`config.mk`:
```
export PLATFORM = sky130hd
export DESIGN_NAME = enet_rmii_tx_gear
export DESIGN_NICKNAME = d
export VERILOG_FILES = /design/src/rtl/enet_rmii_tx_gear.sv
export SDC_FILE = /design/constraint.sdc
export NUM_CORES = 1
export LEC_CHECK = 0
export ABC_CLOCK_PERIOD_IN_PS = 3300
export BUFFER_PORTS_ARGS = -buffer_cell sky130_fd_sc_hd__buf_2
export CAP_MARGIN = 20
export CORE_ASPECT_RATIO = 1.1
export CORE_MARGIN = 1.5
export CORE_UTILIZATION = 45
export DETAILED_ROUTE_END_ITERATION = 6
export PLACE_DENSITY = 0.66
export SLEW_MARGIN = 40
export SYNTH_ARGS = -nofsm -noshare
export SYNTH_HDL_FRONTEND = slang
export SYNTH_SLANG_ARGS = --single-unit
```
`constraint.sdc`:
```
create_clock -name rmii_ref_clk -period 3.3 [get_ports rmii_ref_clk]
set_input_delay 0.33 -clock rmii_ref_clk [delete_from_list [all_inputs] [get_ports rmii_ref_clk]]
set_output_delay 0.33 -clock rmii_ref_clk [all_outputs]
set_load 0.01 [all_outputs]
```
`src/rtl/enet_rmii_tx_gear.sv`:
```
// MII-to-RMII transmit gearbox: derives the MAC TX clock from the 50 MHz RMII reference,
// splits each MII nibble into two RMII dibits and turns TX_ER or over-length frames into clean aborts.
module enet_rmii_tx_gear #(
    parameter int DIV_10M     = 10,
    parameter int MAX_NIBBLES = 3072
) (
    input  logic       rmii_ref_clk,
    input  logic       rst_ref,
    input  logic       rmii_10T,
    output logic       mii_tx_clk,
    input  logic       mii_tx_en,
    input  logic       mii_tx_er,
    input  logic [3:0] mii_txd,
    output logic       rmii_tx_en,
    output logic [1:0] rmii_txd,
    output logic       tx_abort,
    output logic       tx_jabber,
    output logic       tx_busy
);

    localparam int DIV_W = $clog2(DIV_10M);
    localparam int CNT_W = $clog2(MAX_NIBBLES + 1);
    localparam logic [DIV_W-1:0] DIV_LAST = DIV_W'(DIV_10M - 1);
    localparam logic [CNT_W-1:0] NIB_MAX  = CNT_W'(MAX_NIBBLES);

    typedef enum logic [1:0] {S_IDLE, S_TX, S_ABORT} state_t;

    state_t           r_state;
    state_t           w_stateNext;
    logic             r_modeQ;
    logic [DIV_W-1:0] r_divCnt;
    logic             r_ph;
    logic [1:0]       r_nibHi;
    logic [CNT_W-1:0] r_nibCnt;

    logic             w_tick;
    logic             w_sample;
    logic             w_txEnNext;
    logic [1:0]       w_txdNext;
    logic             w_abortNext;
    logic             w_jabberNext;
    logic             w_loadNib;
    logic [CNT_W-1:0] w_nibCntNext;

    // A sample tick is the tick on which mii_tx_clk falls; the MAC launched data on the rise.
    assign w_tick   = ~r_modeQ | (r_divCnt == DIV_LAST);
    assign w_sample = w_tick & r_ph;

    always_ff @(posedge rmii_ref_clk) begin
        if (rst_ref) begin
            r_state <= S_IDLE;
            tx_busy <= 1'b0;
        end else begin
            r_state <= w_stateNext;
            tx_busy <= (w_stateNext != S_IDLE);
        end
    end

    always_comb begin
        w_stateNext = r_state;
        if (w_sample) begin
            case (r_state)
                S_IDLE: begin
                    if (mii_tx_en)
                        w_stateNext = mii_tx_er ? S_ABORT : S_TX;
                end
                S_TX: begin
                    if (!mii_tx_en)
                        w_stateNext = S_IDLE;
                    else if (mii_tx_er || (r_nibCnt == NIB_MAX))
                        w_stateNext = S_ABORT;
                end
                S_ABORT: begin
                    if (!mii_tx_en)
                        w_stateNext = S_IDLE;
                end
                default: w_stateNext = S_IDLE;
            endcase
        end
    end

    // Next values of the registered RMII outputs; the low dibit bypasses r_nibHi so it
    // leaves the cycle right after the sample tick.
    always_comb begin
        w_txEnNext   = rmii_tx_en;
        w_txdNext    = rmii_txd;
        w_abortNext  = 1'b0;
        w_jabberNext = 1'b0;
        w_loadNib    = 1'b0;
        w_nibCntNext = r_nibCnt;
        if (w_tick) begin
            case (r_state)
                S_IDLE: begin
                    w_txEnNext = 1'b0;
                    w_txdNext  = 2'b00;
                    if (w_sample && mii_tx_en) begin
                        if (mii_tx_er) begin
                            w_abortNext = 1'b1;
                        end else begin
                            w_txEnNext   = 1'b1;
                            w_txdNext    = mii_txd[1:0];
                            w_loadNib    = 1'b1;
                            w_nibCntNext = CNT_W'(1);
                        end
                    end
                end
                S_TX: begin
                    if (!w_sample) begin
                        w_txdNext = r_nibHi;
                    end else if (!mii_tx_en) begin
                        w_txEnNext = 1'b0;
                        w_txdNext  = 2'b00;
                    end else if (mii_tx_er) begin
                        w_txEnNext  = 1'b0;
                        w_txdNext   = 2'b00;
                        w_abortNext = 1'b1;
                    end else if (r_nibCnt == NIB_MAX) begin
                        w_txEnNext   = 1'b0;
                        w_txdNext    = 2'b00;
                        w_jabberNext = 1'b1;
                    end else begin
                        w_txdNext    = mii_txd[1:0];
                        w_loadNib    = 1'b1;
                        w_nibCntNext = r_nibCnt + 1'b1;
                    end
                end
                default: begin
                    w_txEnNext = 1'b0;
                    w_txdNext  = 2'b00;
                end
            endcase
        end
    end

    // Speed only follows rmii_10T between frames so a frame never changes rate mid-way.
    always_ff @(posedge rmii_ref_clk) begin
        if (rst_ref) begin
            r_modeQ    <= 1'b0;
            r_divCnt   <= '0;
            r_ph       <= 1'b0;
            mii_tx_clk <= 1'b0;
            rmii_tx_en <= 1'b0;
            rmii_txd   <= 2'b00;
            tx_abort   <= 1'b0;
            tx_jabber  <= 1'b0;
            r_nibHi    <= 2'b00;
            r_nibCnt   <= '0;
        end else begin
            if (r_state == S_IDLE)
                r_modeQ <= rmii_10T;
            if (!r_modeQ || (r_divCnt == DIV_LAST))
                r_divCnt <= '0;
            else
                r_divCnt <= r_divCnt + 1'b1;
            if (w_tick) begin
                r_ph       <= ~r_ph;
                mii_tx_clk <= ~r_ph;
            end
            rmii_tx_en <= w_txEnNext;
            rmii_txd   <= w_txdNext;
            tx_abort   <= w_abortNext;
            tx_jabber  <= w_jabberNext;
            if (w_loadNib)
                r_nibHi <= mii_txd[3:2];
            r_nibCnt <= w_nibCntNext;
        end
    end

endmodule

```
==> run_results.csv <==
group,metric,value,unit
run_status,status,"completed",
grt,grt_max_degree,18,
yosys,synth_cells,153,
route,drc,0,
route,firstDrtPassIters,4,
timing,setup_tns,0,ps
critical_path,cpPeakStageDelay,420,ps
yosys,ys_seq_area_share,41.8,%
critical_path,path_buf_inv,1,
critical_path,crit_path_max_fanout,11,
yosys,avgSynthCellArea,8.77,sq um
route,vias,1077,
route,via_per_inst,5.49,
min_path,hold_path_class,"primary input to flip-flop",
critical_path,crit_type,"flip-flop to flip-flop",
clocking,clkLatencyLatePin,320,ps
critical_path,rrSetupSlack,930,ps
critical_path,setup.worst_path.start_class,"flip-flop",
clocking,postCtsSetupRepairBufs,0,
place,hpwlAfterDp,1960,um
yosys,synthSimpleGateAreaFrac,30.4,%
timing,hold_viol,0,
clocking,ctsLongestPathBuffers,2,
die,die_h,60.3,um
route,wl_per_cell,13.2,um
timing,final_max_slew_viol_count,0,
timing,rsz0062_at_grt,"false",
run,max_cap_viol_count,0,
die,start_util,47.9,%
yosys,synth_mux_area_share,0.839,%
power,power_density,383,nW/um^2
grt,grt_overflow_total,0,
yosys,yosysWarnings,0,
power,power.total,553,uW
final_layout,final_cells,196,
final_layout,layout_common_cells,"dfxtp_1 (28), nor2_1 (18), buf_2 (15)",
route,ant_nets,0,
critical_path,critical_path.top_delay_family,"simple AND/OR/NAND/NOR gates",
grt,grt_first_pass_wirelength,4500,um
timing,max_freq,421,MHz
die,die_area,3320,sq um
route,wl,2580,um
power,ir_drop,0.221,mV
place,port_buffers,15,
final_layout,final_common_cell,"dfxtp_1",
grt,track_usage,17.9,%
critical_path,cp-end-kind,"flip-flop",
clocking,cts_resized,0,
power,leakage,0.586,nW
critical_path,worst_path_max_delay_cell,"nor4bb_1",
clocking,h-tree-depth,1,
timing,finalSetupViolations,0,
die,num_rows,20,
die,die_w,55.1,um
clocking,cts_hold_buf,0,
timing,maxSlewHeadroom,58.4,%
place,preCtsSetupSlack,980,ps
clocking,clock_sinks,28,
final_layout,stdcell_area,1440,sq um
timing,skew,3.36,ps
critical_path,worstPathCellList,"inv_1, ha_1, nor4bb_1, a41oi_2, and2_1, nand4_1, mux2_2",
route,drtIter0Drc,15,
clocking,cts_buffers,3,
yosys,synthAdderAreaFrac,3.73,%
grt,grt_pass1_vias,1061,
final_layout,postLayoutCoreUtil,51.4,%
yosys,synth_compound_area_share,11.5,%
critical_path,cp.arrival,2600,ps
timing,tightest_slew,623,ps
place,gp_congestion,0.798,
place,postPlaceCellArea,1420,sq um
yosys,syn_nets,166,
timing,fin_ws,927,ps
grt,antenna_found_initial,0,
die,ios,16,
clocking,cts.reportedPaths.clkPinSlew,140,ps
die,fp.coreArea,2800,sq um
yosys,async_flop_share,0,%
critical_path,crit_required,3530,ps
final_layout,area_delta_synth_final,7.36,%
yosys,synth_edf_count,0,
timing,period_share,71.9,%
timing,holdWs,233,ps
clocking,cts_root_buffer,"clkbuf_4",
timing,finalCriticalPeriod,2370,ps
yosys,netlist_area,1340,sq um
yosys,synth.distinct_cells,37,
final_layout,insertedDiodeCount,0,
final_layout,drive_gt1_share,15.3,%
place,dp.cells,193,
yosys,ys.flop_type,"dfxtp_1",
yosys,synth_seq_cells,28,
yosys,synth-xor-area-share,7.18,%
yosys,synth_top_family_by_area,"simple AND/OR/NAND/NOR gates",
clocking,cts_tree,"built",
final_layout,nets,178,
==> synth_stat cells, drive strengths merged (4+ instances only) <==
cell / n / area, sq um
nand3: 10 / 50.1
nor3: 10 / 50.1
nand2: 13 / 56.3
nor2: 18 / 67.6
inv: 6 / 22.5
dfxtp: 28 / 561
ha: 4 / 50.1
xor2: 8 / 70.1
nand4: 7 / 43.8
a21oi: 8 / 40.0
clkbuf: 5 / 18.8
==> per-layer routing <==
layer  up-vias  wire length (um)  track usage, %
li1        552                 -               -
met3         0                59            2.25
met1       514              1140            22.2
met5         -                 0               0
met2        11              1380            32.3
met4         0                 0            3.48
==> cell type report <==
type	instances	area [sq um]
fill	273	1360
multi-input combinational	111	719
sequential	28	561
timing repair buffer	15	75.1
tap	33	41.3
clock buffer	3	22.5
inverter	6	22.5
==> state kept, by name, summed over array words and instances, names as in the netlist <==
signal      flops
rmii_txd        2
r_state         2
r_nibHi         2
r_modeQ         1
tx_abort        1
r_ph            1
r_divCnt        4
r_nibCnt       12
tx_busy         1
rmii_tx_en      1
tx_jabber       1
==> power breakdown <==
| part | switching (mW) | leakage (nW) | total [mW] | internal, mW |
|---|---|---|---|---|
| sequential | 0.00994 | 0.227 | 0.357 | 0.347 |
| combinational | 0.0365 | 0.345 | 0.0591 | 0.0226 |
| clock | 0.0942 | 0.0138 | 0.137 | 0.0427 |
| total | 0.141 | 0.586 | 0.553 | 0.412 |
==> final timing paths <==
| path | startpoint | to | cells past startpoint |
|---|---|---|---|
| max | r_nibCnt[0] | r_nibCnt[11] | 7 |
| min | mii_txd[2] | r_nibHi[0] | 3 |
| max reg2reg | r_nibCnt[0] | r_nibCnt[11] | 7 |
| min reg2reg | r_nibHi[0] | r_nibHi[0] | 2 |
==> tightest hold or removal path, cell delays in order <==
cell,delay [ps]
buf_2,100
nand2_1,40
a21oi_1,50
==> logic make-up (layout without fill, tap and decap cells) <==
family	count (synthesis)	after routing
AOI/OAI and AO/OA	20	20
xor gates and xnor gates	11	11
adders and majority gates	4	4
buffers and inverters	14	24
DFF	28	28
muxes	1	1
and+or+nand+nor	75	75
Note: power is estimated with default switching activity, not from simulation.
